## config.mk

```make
export PLATFORM = sky130hd
export DESIGN_NAME = demux_1to2_stream
export DESIGN_NICKNAME = d
export VERILOG_FILES = /design/src/rtl/demux_1to2_stream.sv
export SDC_FILE = /design/constraint.sdc
export NUM_CORES = 1
export LEC_CHECK = 0
export CAP_MARGIN = 40
export CORE_ASPECT_RATIO = 0.6
export CORE_UTILIZATION = 55
export DETAILED_ROUTE_END_ITERATION = 7
export MAX_ROUTING_LAYER = met4
export PLACE_DENSITY = 0.78
export SLEW_MARGIN = 10
export SYNTH_ARGS = -nofsm -noshare
export SYNTH_HDL_FRONTEND = slang
export SYNTH_SLANG_ARGS = --single-unit
export TNS_END_PERCENT = 50
```

## constraint.sdc

```tcl
create_clock -name clk -period 6.1 [get_ports clk]
set_clock_uncertainty 0.2 [all_clocks]
set_input_delay 1.22 -clock clk [delete_from_list [all_inputs] [get_ports clk]]
set_output_delay 1.22 -clock clk [all_outputs]
set_load 0.02 [all_outputs]
```

## src/rtl/demux_1to2_stream.sv

```systemverilog
// demux_1to2_stream: buffered 1-to-2 stream demultiplexer with a show-ahead FIFO per output.
// Defining DEMUX_STATS_EN adds the saturating stall_cnt output.
module demux_1to2_fifo #(
  parameter int WIDTH = 32,
  parameter int DEPTH = 4
) (
  input  logic                   clk,
  input  logic                   rst_n,
  input  logic                   push,
  input  logic [WIDTH-1:0]       wr_data,
  input  logic                   ready,
  output logic [WIDTH-1:0]       head,
  output logic                   valid,
  output logic                   full,
  output logic [$clog2(DEPTH):0] count
);
  localparam int AW = $clog2(DEPTH);
  logic [WIDTH-1:0] mem [DEPTH];
  logic [AW-1:0] rd_ptr, wr_ptr;
  logic pop;
  assign valid = count != '0;
  assign full  = count == (AW+1)'(DEPTH);
  assign pop   = valid && ready;
  // Memory is not reset, so the head is masked to zero while empty.
  assign head  = valid ? mem[rd_ptr] : '0;
  always_ff @(posedge clk)
    if (push) mem[wr_ptr] <= wr_data;
  always_ff @(posedge clk or negedge rst_n)
    if (!rst_n) begin
      rd_ptr <= '0;
      wr_ptr <= '0;
      count  <= '0;
    end else begin
      rd_ptr <= rd_ptr + AW'(pop);
      wr_ptr <= wr_ptr + AW'(push);
      count  <= count + (AW+1)'(push) - (AW+1)'(pop);
    end
endmodule

module demux_1to2_stream #(
  parameter int WIDTH = 32,
  parameter int DEPTH = 4
) (
  input  logic                   clk,
  input  logic                   rst_n,
  input  logic [WIDTH-1:0]       in_data,
  input  logic                   in_select,
  input  logic                   in_valid,
  output logic                   in_ready,
  output logic [WIDTH-1:0]       out1_data,
  output logic                   out1_valid,
  input  logic                   out1_ready,
  output logic [WIDTH-1:0]       out2_data,
  output logic                   out2_valid,
  input  logic                   out2_ready,
  output logic [$clog2(DEPTH):0] count1,
  output logic [$clog2(DEPTH):0] count2
`ifdef DEMUX_STATS_EN
  ,
  output logic [15:0]            stall_cnt
`endif
);
  logic full1, full2, accept;
  // Ready depends only on select and registered occupancy; a full FIFO never passes through.
  assign in_ready = in_select ? !full2 : !full1;
  assign accept   = in_valid && in_ready;
  demux_1to2_fifo #(.WIDTH(WIDTH), .DEPTH(DEPTH)) u_fifo1 (
    .clk(clk), .rst_n(rst_n), .push(accept && !in_select), .wr_data(in_data),
    .ready(out1_ready), .head(out1_data), .valid(out1_valid), .full(full1), .count(count1)
  );
  demux_1to2_fifo #(.WIDTH(WIDTH), .DEPTH(DEPTH)) u_fifo2 (
    .clk(clk), .rst_n(rst_n), .push(accept && in_select), .wr_data(in_data),
    .ready(out2_ready), .head(out2_data), .valid(out2_valid), .full(full2), .count(count2)
  );
`ifdef DEMUX_STATS_EN
  always_ff @(posedge clk or negedge rst_n)
    if (!rst_n) stall_cnt <= '0;
    else if (in_valid && !in_ready && stall_cnt != 16'hFFFF) stall_cnt <= stall_cnt + 16'd1;
`endif
endmodule

```

# [Word-level counts from Yosys, hierarchy flattened]
# Memory sizes are Yosys's and may differ from the RTL's.
# Index checks and enable logic that the tools add are counted.
[op_classes] add_sub_neg=8 n_eq_ne=2 mux=7 n_reduce_logical=10
[ops] operator="$mux W32" count=2
[ops] operator="$add A2 B1 Y2" count=4
[ops] operator="$add A3 B1 Y3" count=2
[ops] operator="$eq A3 B3 Y1 const B" count=2
[ops] operator="$reduce_bool A3 Y1" count=2
[ops] operator="$sub A3 B1 Y3" count=2
[ops] operator="$logic_and A1 B1 Y1" count=5
[ops] operator="$mux W1" count=5
[ops] operator="$logic_not A1 Y1" count=3
[totals] reg_bits=14 ramBits=256 input_bits=38 output_inout_bits=73 elab_cells=35 mem_count=2
[mem_list] memory="u_fifo1.mem" depth=4 width=32 read_ports=1 rd_ports_with_merged_regs=0 write_ports=1 line="18" text="logic [WIDTH-1:0] mem [DEPTH];"
[mem_list] memory="u_fifo2.mem" depth=4 width=32 read_ports=1 rd_ports_with_merged_regs=0 write_ports=1 line="18"

# [Depth between registers and ports, before layout]
# Gate-level depths: netlist of the first run.
[logic_depth] ltp_word=7 depth_mapped=9 ltp_nobuf=9

# [By module]
# A second synthesis of the first run with hierarchy kept.
[hier_totals] hier_cells=463 area_unflattened_um2=10476.3
[modules_own_cells] module="demux_1to2_fifo" instances=2 cells_per_inst=230 area_per_inst_um2=5225.0 seq_area_each_um2=4018.9
[modules_own_cells] module="demux_1to2_stream" instances=1 cells_per_inst=3 area_per_inst_um2=26.3 seq_area_each_um2=0.0

# [Least setup slack after synthesis of the first run]
# OpenSTA, ideal clock, no wires.
[synth_path] path_type="input port to flip-flop" from="input in_select" to="memory u_fifo1.mem[1][0], enable pin" setup_time_ps=513 arrival_time_ps=4800 t_required_ps=5387 setup_slack_ps=588 stages=2 n_path_buf=0 path_cell_list="nand2b_1 -> nor4b_1"
[synth_between] elab_chain_cells=5 word_cells_on_any_way=6 classes_between="3 x mux; 3 x reduce/logical"
[synth_lines] element="from (decl)" line="47" text="input logic in_select,"
[synth_lines] element="$mux W1" line="65" text="assign in_ready = in_select ? !full2 : !full1;"
[synth_lines] element="$logic_and A1 B1 Y1" line="66" text="assign accept = in_valid && in_ready;"
[synth_lines] element="$logic_and A1 B1 Y1 (*)" line="68" text=".clk(clk), .rst_n(rst_n), .push(accept && !in_select), .wr_data(in_data),"
[synth_lines] element="$mux W1 (*)" line="27" text="if (push) mem[wr_ptr] <= wr_data;"
[synth_lines] element="$mux W1 (not written as such) (*)" line="27"
[synth_lines] element="to (decl)" line="18"
# Every way passes the cells marked *; elsewhere a longest branch is shown, timed or not.

# [Worst setup path after layout of the first run]
[layout_path] from="register u_fifo2.rd_ptr[0]" to="output out2_data[30]"
[layout_between] elab_chain_cells=2
[layout_lines] element="from (decl)" line="19" text="logic [AW-1:0] rd_ptr, wr_ptr;"
[layout_lines] element="from (signal assigned)" line="34" text="rd_ptr <= rd_ptr + AW'(pop);"
[layout_lines] element="$mem_v2 Z4 W32"
[layout_lines] element="$mux W32" line="25" text="assign head = valid ? mem[rd_ptr] : '0;"
[layout_lines] element="to (decl)" line="53" text="output logic [WIDTH-1:0] out2_data,"
# No other way between the ends.

==> metrics.md, run 1 <==
| Metric | Value |
|---|---|
| Met3 WL post-DR | `1590 µm` |
| Worst-margin pin slew | `0.895 ns` |
| Crit Path Max Fanout | `20` |
| Hold buffer count at CTS | `0` |
| Drt drc | `0` |
| Syn-to-layout area delta | `20.6%` |
| Mapped Cells | `roughly 470` |
| Syn avg cell area | `22.5 µm²` |
| Max Clock Freq | `0.223 GHz` |
| GP Congestion | `0.736` |
| Fin area | `~13,000 µm²` |
| Core area | `18,400 µm²` |
| P_int | `4.33 mW` |
| Syn Nets | `around 510` |
| RSZ-0062 raised after global routing | `no` |
| TritonCTS clock tree | `yes` |
| Number of global-route vias before repair | `5,215` |
| Crit. End Element | `primary output` |
| CTS buffer count | `23` |
| Post-CTS resize count | `0` |
| Post-detail-place hpwl | `approximately 12,000 µm` |
| CP Data Arrival Time | `a little over 3 ns` |
| Clk slew on worst S/H paths | `approximately 0.070 ns` |
| DR top layer | `met4` |
| Max Slew Vio Count | `0` |
| Chip width | `180 µm` |
| Crit share post-route | `73.6%` |
| #FFs+latches synth | `270` |
| Power density cells | `500 nW/µm²` |
| Switching Fraction | `31.4%` |
| Worst Path Required | `4.68 ns` |
| Startpoint type of the worst setup path | `register` |
| Combinational Power Share | `between 30% and 40%` |
| M1 WL | `9320 µm` |
| Worst Path Buf+Inv | `2` |
| IO Pins | `111` |
| Tot GR Track Use | `22.9%` |
| Clock Root Buffer | `clkbuf_16` |
| Clock Path Buffers | `3` |
| Vias per cell | `5.83` |
| Final Setup Violations | `0` |
| Metal2 WL | `9640 µm` |
| Clock power share | `22.7%` |
| Netlist Area Pre-Place | `10,500 µm²` |
| Lkg Pwr | `~4.1 nW` |
| Net Switching | `1.98 mW` |
| Peak supply drop | `0.333 mV` |
| Sequential share of power | `39.3%` |
| Status | `finished, final reports clean` |
| Worst hold slack | `approximately 0.32 ns` |
| Min-delay worst type | `reg -> reg` |
| Clk sinks | `270` |
| Filler cells | `1,167` |
| DRC marker count from the first detailed-route iteration | `438` |
| FP Rows | `38` |
| Worst path max stage delay | `between 0.6 and 0.7 ns` |
| DR WL/cell | `24.4 µm` |
| Port buffer count | `110` |
| Die Y | `109 µm` |
| Pwr Total | `roughly 6.3 mW` |
| H-tree levels | `1` |
| Antenna Violating Nets Remaining | `0` |
| First-pass GRT wire length | `31,600 µm` |
| Gr ovfl total | `0` |
| Slowest-stage cell, CP | `dfrtp_2` |
| Dpl cell area | `11,900 µm²` |
| Final Hold Viols | `0` |
| Multi-input logic area | `2280 µm²` |
| # nets final | `643` |
| Max-capacitance violation count | `0` |
| Later-pin clock latency in the skew report | `0.50 ns` |
| Share of layout cells above drive strength 1 | `20.5%` |
| Worst slew margin | `40.3%` |
| Initial Utilization | `between 50% and 60%` |
| Post-CTS setup buffer count | `0` |
| Final worst path period need | `4.49 ns` |
| WS Path Type | `reg -> out` |
| Synth warn | `0` |
| CP top delay family | `buffers and inverters` |
| Area of the die | `19,600 µm²` |
| Largest net degree at the start of global routing | `35` |
| Via count | `between 4,000 and 5,000` |
| Unique masters post-synth | `24` |
| Commonest non-fill, non-tap cell in the layout | `edfxtp_1` |
| Register area | `8040 µm²` |
| TritonRoute pass-1 iters | `5` |
| Post-route setup TNS | `0 ns` |
| Commonest cells after routing, fill and taps aside | `edfxtp_1 (256), clkdlybuf4s50_1 (110), and2_1 (66)` |
| Register area share after synthesis | `between 70% and 80%` |
| Total Wirelength | `20,800 µm` |
| Initial antenna violation count | `2` |
| Critical path, cell by cell | `buf_4, mux4_1, and2_1, clkdlybuf4s50_1` |
[cell usage after synthesis (all sizes together)]
library cell | count | share of area [%]
nand2b | 1 | 0.060
inv | 6 | 0.21
and2 | 66 | 3.9
edfxtp | 256 | 73
nor3b | 2 | 0.14
buf | 14 | 1.6
fa | 2 | 0.38
nor2 | 2 | 0.072
nor4bb | 2 | 0.19
nand2 | 1 | 0.036
nor4 | 2 | 0.12
ha | 8 | 0.96
or2 | 2 | 0.12
xor2 | 5 | 0.42
or3 | 2 | 0.12
dfrtp | 14 | 3.3
clkbuf | 8 | 0.29
mux4 | 64 | 14
nor4b | 4 | 0.33
mux2i | 1 | 0.096
xnor2 | 3 | 0.25
[area by class of cell]
| cell class | instances | share of cell area [%] |
|---|---|---|
| clock buffer | 23 | 4.55 |
| multi-input combinational | 167 | 18.1 |
| sequential | 270 | 63.6 |
| clock inverter | 17 | 1.23 |
| tap | 240 | 2.38 |
| timing repair buffer | 127 | 9.91 |
| inverter | 6 | 0.178 |
| antenna | 2 | 0.0396 |
[kinds of logic (layout without fill, tap and decap cells)]
kind of cell  after synthesis  in the layout  synth area share, %
flops                     270            270                 76.7
xor+xnor                    8              8                0.669
mux                        65             65                 14.0
buf+inv                    28            173                 2.15
other cells                 0              2                    0
fa+ha+maj                  10             10                 1.34
simple gates               84             84                 5.13
[sequential cells by signal (all words and copies together) (netlist names)]
name,flops
u_fifo2.mem,128
u_fifo1.count,3
u_fifo1.wr_ptr,2
u_fifo1.rd_ptr,2
u_fifo2.rd_ptr,2
u_fifo1.mem,128
u_fifo2.count,3
u_fifo2.wr_ptr,2
[power groups by stage]
stage	clock (mW)	combinational, mW	sequential [mW]
after floorplan	0	1.54	2.42
after global routing	1.53	2.55	2.51
after global placement	0	2.26	2.58
final	1.43	2.40	2.48
after detailed placement	0	2.41	2.52
after CTS	1.46	2.43	2.49
[worst paths after layout]
check | depth (start not counted) | to | slack, ns | from
setup / recovery | 4 | out2_data[30] | 1.61 | u_fifo2.rd_ptr[0]
hold / removal | 1 | u_fifo1.count[2] | 0.32 | u_fifo1.count[2]
setup reg to reg | 9 | u_fifo2.count[2] | 3.24 | u_fifo2.count[1]
hold reg to reg | 1 | u_fifo1.count[2] | 0.32 | u_fifo1.count[2]
max in group asynchronous | 1 | u_fifo2.rd_ptr[1] | 4.22 | rst_n
min in group asynchronous | 1 | u_fifo2.count[2] | 0.96 | rst_n
[metrics by stage]
stage / instances / utilization (%) / setup WS (ns)
detailed placement: 810 / 64.8 / 2.09
floorplan: 465 / - / 0.588
global route: 852 / 68.9 / 1.44
global placement: 805 / 64.5 / 2.09
CTS: 850 / 68.8 / 1.55
finish: 852 / 68.9 / 1.61
[routing by layer]
metal  GRT usage, %  vias up
li1               -     2145
met1           33.7     2585
met2           34.2      211
met3           4.41       23
met4           3.97        0
met5              -        -
[worst reg2reg max path: cells and delay by family (launching register included)]
family                     cells  cell delay (ns)
adders and majority gates      3             0.85
buffers and inverters          2             0.30
DFF                            1             0.44
xor gates and xnor gates       2             0.32
and+or+nand+nor                2             0.64
Power figures use the tool's default switching activity.
==> run 2, diff against run 1 <==
Settings changed: CORE_UTILIZATION 55 to 51, PLACE_DENSITY 0.78 to 0.76.
Clock period 6.1 ns to 3.88 ns, I/O delays scaled along.
==> run 2 against run 1 <==
Against the previous run:
- first-iteration DRC count is the same
- die area grew 7.7%
- largest cell class unchanged
- largest power group is now combinational logic
- hold slack gained 0.0063 ns
- critical path type unchanged
- critical endpoint unchanged
==> metrics.md, run 2 (synthesized netlist as in run 1, its figures left out) <==
| Metric | Value |
|---|---|
| Gr ovfl total | `0 (unchanged)` |
| Worst-margin pin slew | `0.703 ns (-0.192 ns)` |
| Final Core Density | `63.8% (-5.1 points)` |
| Port buffer count | `110 (unchanged)` |
| Final Setup Violations | `0 (unchanged)` |
| Via count | `5,007 (+0.87%)` |
| Final setup margin | `0.129 ns (-1.48 ns)` |
| Drt drc | `0 (unchanged)` |
| Crit Path Max Fanout | `12 (-40%)` |
| Worst Path Required | `2.90 ns (-1.78 ns)` |
| Hold Path Cell Cnt | `1 (unchanged)` |
| Crit Reg-Reg Endpoint | `u_fifo2.count[2]` |
| Worst hold slack | `0.328 ns (+0.00630 ns)` |
| Power density cells | `792 nW/µm² (+58%)` |
| Clk sinks | `270 (unchanged)` |
| Antenna Cells | `0 (-2)` |
| TritonRoute pass-1 iters | `5 (unchanged)` |
| Total Wirelength | `20,700 µm (-0.18%)` |
| Syn-to-layout area delta | `22.2%` |
| GP Congestion | `0.796 (+8.2%)` |
| DR WL/cell | `23.4 µm (-4.2%)` |
| Post-route setup TNS | `0 ns (unchanged)` |
| Reg2reg start | `u_fifo2.count[1]` |
| Pwr Total | `10.1 mW (+60%)` |
| Hold buffer count at CTS | `0 (unchanged)` |
| Dpl ws | `0.433 ns (-1.66 ns)` |
| Initial antenna violation count | `0 (-2)` |
| Worst slew margin | `53.0% (+13 points)` |
| Fin cells | `888 (+4.2%)` |
| WS Path Type | `reg -> out` |
| Antenna Violating Nets Remaining | `0 (unchanged)` |
| Post-CTS resize count | `0 (unchanged)` |
| Crit share post-route | `96.7%` |
| Leading registers by flop count | `u_fifo1.mem: 128 flops, u_fifo2.mem: 128 flops` |
| R2R depth | `9 (unchanged)` |
| Area of the die | `21,100 µm² (+7.7%)` |
| Die Y | `113 µm (+3.8%)` |
| Later-pin clock latency in the skew report | `0.51 ns (about the same)` |
| Crit. End Element | `primary output` |
| Max Clock Freq | `0.267 GHz` |
| Post-CTS setup buffer count | `0 (unchanged)` |
| TritonCTS clock tree | `yes` |
| RSZ-0062 raised after global routing | `no` |
| Final worst path period need | `3.75 ns` |
| Vias per cell | `5.64 (-3.2%)` |
| Fin area | `12,800 µm² (+1.3%)` |
| Reg-to-reg slack, setup | `1.02 ns (-2.22 ns)` |
| Status | `finished, final reports clean` |
| Startpoint type of the worst setup path | `register` |
| Peak supply drop | `0.517 mV (+55%)` |
| CTS buffer count | `24 (+4.3%)` |
| Commonest non-fill, non-tap cell in the layout | `edfxtp_1` |
| Share of layout cells above drive strength 1 | `20.2% (-0.33 points)` |
| Filler cells | `1,335 (+14%)` |
| First-pass GRT wire length | `31,900 µm (+0.68%)` |
| DP Cell Count | `844 (+4.2%)` |
| Max-capacitance violation count | `0 (unchanged)` |
| Max Slew Vio Count | `0 (unchanged)` |
| DRC marker count from the first detailed-route iteration | `438 (unchanged)` |
| Clock Root Buffer | `clkbuf_16` |
| Tot GR Track Use | `21.0% (-1.9 points)` |
| CP Data Arrival Time | `2.77 ns (-0.30 ns)` |
| Largest net degree at the start of global routing | `35 (unchanged)` |
| Lkg Pwr | `4.19 nW (+1.2%)` |
| # nets final | `645 (+0.31%)` |
| Chip width | `187 µm (+3.8%)` |
| Final Hold Viols | `0 (unchanged)` |
| Initial Utilization | `52.2% (-4.9 points)` |
| Hold path startpoint | `u_fifo2.count[2]` |
| Commonest cells after routing, fill and taps aside | `edfxtp_1 (256), clkdlybuf4s50_1 (110), and2_1 (66)` |
| Post-detail-place hpwl | `11,800 µm (-2.4%)` |
| IO Pins | `111 (unchanged)` |
| Number of global-route vias before repair | `5,370 (+3.0%)` |
| Min-delay worst type | `reg -> reg` |
| Clock Path Buffers | `3 (unchanged)` |
| H-tree levels | `1 (unchanged)` |
| Clk slew on worst S/H paths | `0.07 ns (about the same)` |
| FP Rows | `40 (+5.3%)` |
| Dpl cell area | `12,000 µm² (+0.99%)` |
| WHS Endpoint | `u_fifo2.count[2]` |
| Core area | `20,100 µm² (+9.4%)` |
[run 2: per-layer routing]
metal  vias up  wire, µm  GRT usage [%]
met5         -         0              -
met4         0       316           4.32
met3        32      1020           3.38
met2       195      9860           32.4
met1      2627      9540           30.2
li1       2153         -              -
[run 2: power by group]
part	switching (mW)	internal [mW]	total [mW]	leakage [nW]
Sequential	0.278	3.58	3.86	2.48
Combinational	1.90	2.02	3.92	1.33
Clock	0.979	1.37	2.35	0.384
Total	3.16	6.97	10.1	4.19
[run 2: final cells by class]
class | count | area, µm² | share of cell area, %
Sequential cell | 270 | 8040 | 62.8
Timing Repair Buffer | 128 | 1310 | 10.2
Multi-Input combinational cell | 167 | 2300 | 18.0
Clock buffer | 28 | 637 | 4.98
Inverter | 6 | 22.5 | 0.176
Clock inverter | 16 | 144 | 1.12
Tap cell | 273 | 342 | 2.67
[run 2: how the worst max path moves through the flow]
| stage | from | to | slack (ns) | cells past startpoint |
|---|---|---|---|---|
| after floorplan | in_select | u_fifo1.mem[1][0] | -1.19 | 2 |
| after global placement | in_select | u_fifo2.count[2] | 0.53 | 9 |
| after detailed placement | in_select | u_fifo2.count[2] | 0.43 | 9 |
| after CTS | u_fifo2.rd_ptr[0] | out2_data[30] | 0.08 | 4 |
| after global routing | u_fifo2.rd_ptr[0] | out2_data[30] | 0.03 | 4 |
| final | u_fifo2.rd_ptr[0] | out2_data[30] | 0.13 | 4 |
[run 2: worst max-delay path: stages (launching register included)]
cell and delay, ns:
dfrtp_2 0.69, buf_12 0.23, mux4_1 0.57, and2_1 0.21, clkdlybuf4s50_1 0.55
==> run 3, diff against run 2 <==
==> constraint.sdc (replaced) <==
create_clock -name clk -period 3.88 [get_ports clk]
set_clock_uncertainty 0.2 [all_clocks]
set_input_delay 0.97 -clock clk [delete_from_list [all_inputs] [get_ports clk]]
set_output_delay 0.97 -clock clk [all_outputs]
set_load 0.02 [all_outputs]
==> run 3 against run 2 <==
Against the previous run:
- die area did not move
- clock power is 6% lower
- combinational power up 1%
- cell area increased by 0.19%
- count of clock-buffer cells in the layout grew 3
- non-clock buffer count up 8
- final cell count increased by 0.79%
- flip-flop and latch count is the same
- hold slack worse by 0.0098 ns
- first-iteration DRC count shrank 4.1%
- largest power group unchanged
==> metrics.md, run 3 (synthesized netlist as in run 1, its figures left out) <==
| Metric | Value |
|---|---|
| Max-capacitance violation count | `0 (unchanged)` |
| Total Wirelength | `20,100 µm (-3.3%)` |
| Antenna Violating Nets Remaining | `0 (unchanged)` |
| Dpl ws | `0.275 ns (-0.157 ns)` |
| Share of layout cells above drive strength 1 | `20.9% (+0.74 points)` |
| Worst-margin pin slew | `0.694 ns (-0.00920 ns)` |
| Pwr Total | `9.99 mW (-1.4%)` |
| Vias per cell | `5.50 (-2.5%)` |
| GP Congestion | `0.807 (+1.3%)` |
| Post-detail-place hpwl | `12,200 µm (+4.0%)` |
| Later-pin clock latency in the skew report | `0.51 ns (about the same)` |
| Gr ovfl total | `0 (unchanged)` |
| Clock Root Buffer | `clkbuf_16` |
| Peak supply drop | `0.459 mV (-11%)` |
| Leading registers by flop count | `u_fifo1.mem: 128 flops, u_fifo2.mem: 128 flops` |
| H-tree levels | `1 (unchanged)` |
| TritonRoute pass-1 iters | `6 (+1)` |
| Commonest non-fill, non-tap cell in the layout | `edfxtp_1` |
| DR WL/cell | `22.4 µm (-4.1%)` |
| Initial antenna violation count | `0 (unchanged)` |
| CTS buffer count | `25 (+4.2%)` |
| Initial Utilization | `52.2% (unchanged)` |
| CP Data Arrival Time | `2.57 ns (-0.20 ns)` |
| DRC marker count from the first detailed-route iteration | `420 (-4.1%)` |
| Drt drc | `0 (unchanged)` |
| Lkg Pwr | `4.21 nW (+0.35%)` |
| Max Clock Freq | `0.267 GHz (+0.18%)` |
| Port buffer count | `110 (unchanged)` |
| Post-CTS setup buffer count | `0 (unchanged)` |
| Commonest cells after routing, fill and taps aside | `edfxtp_1 (256), clkdlybuf4s50_1 (110), and2_1 (66)` |
| Die Y | `113 µm (unchanged)` |
| RSZ-0062 raised after global routing | `no` |
| Final worst path period need | `3.74 ns (-0.00666 ns)` |
| FP Rows | `40 (unchanged)` |
| First-pass GRT wire length | `31,000 µm (-2.6%)` |
| Number of global-route vias before repair | `5,236 (-2.5%)` |
| Clk sinks | `270 (unchanged)` |
| # nets final | `654 (+1.4%)` |
| Clk slew on worst S/H paths | `0.06 ns (about the same)` |
| Status | `finished, final reports clean` |
| Final Hold Viols | `0 (unchanged)` |
| Worst Path Required | `2.71 ns (-0.19 ns)` |
| Reg-to-reg slack, setup | `1.03 ns (about the same)` |
| IO Pins | `111 (unchanged)` |
| Final setup margin | `0.136 ns (+0.00666 ns)` |
| WS Path Type | `reg -> out` |
| Chip width | `187 µm (unchanged)` |
| Power density cells | `779 nW/µm² (-1.5%)` |
| Clock Path Buffers | `3 (unchanged)` |
| Min-delay worst type | `reg -> reg` |
| Post-CTS resize count | `0 (unchanged)` |
| Crit share post-route | `96.5% (-0.17 points)` |
| Largest net degree at the start of global routing | `35 (unchanged)` |
| Via count | `4,920 (-1.7%)` |
| Final Setup Violations | `0 (unchanged)` |
| Startpoint type of the worst setup path | `register` |
| Crit. End Element | `primary output` |
| Hold buffer count at CTS | `0 (unchanged)` |
| TritonCTS clock tree | `yes` |
| Antenna Cells | `0 (unchanged)` |
| Worst slew margin | `53.6% (+0.61 points)` |
| Max Slew Vio Count | `0 (unchanged)` |
| Crit Path Max Fanout | `12 (unchanged)` |
| Area of the die | `21,100 µm² (unchanged)` |
| Core area | `20,100 µm² (unchanged)` |
| Tot GR Track Use | `20.5% (-0.52 points)` |
| Syn-to-layout area delta | `22.4%` |
-- run 3: changes by cell type in the layout (fill, tap and decap cells not counted), sizes merged --
cell	before	now
bufinv	3	1
clkinv	13	9
clkbuf	28	31
inv	6	8
buf	18	26
-- run 3: worst paths after layout --
path / cells after the start / end / from
max: 4 / out1_data[15] / u_fifo1.rd_ptr[0]
min reg2reg: 1 / u_fifo1.count[2] / u_fifo1.count[2]
max in group asynchronous: 1 / u_fifo1.rd_ptr[1] / rst_n
min: 1 / u_fifo1.count[2] / u_fifo1.count[2]
min in group asynchronous: 1 / u_fifo2.rd_ptr[0] / rst_n
max reg2reg: 10 / u_fifo1.count[2] / u_fifo1.count[1]
-- run 3: final cells by class --
cell class,count,area (µm²)
Multi-Input combinational cell,167,2300
Sequential cell,270,8040
Timing Repair Buffer,136,1380
Inverter,6,22.5
Clock inverter,12,83.8
Fill cell,1344,7250
Tap cell,273,342
Clock buffer,31,648
-- run 3: critical path, stage by stage, from the launching register on --
cell and delay, ns:
dfrtp_2 0.57, buf_12 0.21, mux4_2 0.51, and2_1 0.21, clkdlybuf4s50_1 0.55
-- run 3: where the power goes --
part           switching (mW)  internal (mW)  leakage, nW
logic                    1.92           2.04         1.37
registers               0.232           3.58         2.48
clock network           0.974           1.25        0.357
-- run 3: per-stage QoR --
| step | utilization [%] | cell area, µm² | TNS, ns | std cells | hold slack, ns |
|---|---|---|---|---|---|
| 3_3_place_gp | 60.2 | 12100 | 0 | 852 | 0.291 |
| 5_1_grt | 63.9 | 12800 | 0 | 895 | 0.358 |
| 6_report | 63.9 | 12800 | 0 | 895 | 0.318 |
| 3_5_place_dp | 60.2 | 12100 | 0 | 852 | 0.310 |
| 4_1_cts | 63.9 | 12800 | 0 | 895 | 0.321 |
| 2_1_floorplan | - | 10500 | -226.55 | 465 | 0.288 |
-- run 3: layer usage --
layer	GRT usage [%]	up-vias	wire length, µm
li1	-	2163	-
met1	29.6	2512	8850
met2	30.7	217	9140
met3	4.06	28	1740
met4	4.32	0	322
met5	-	-	0
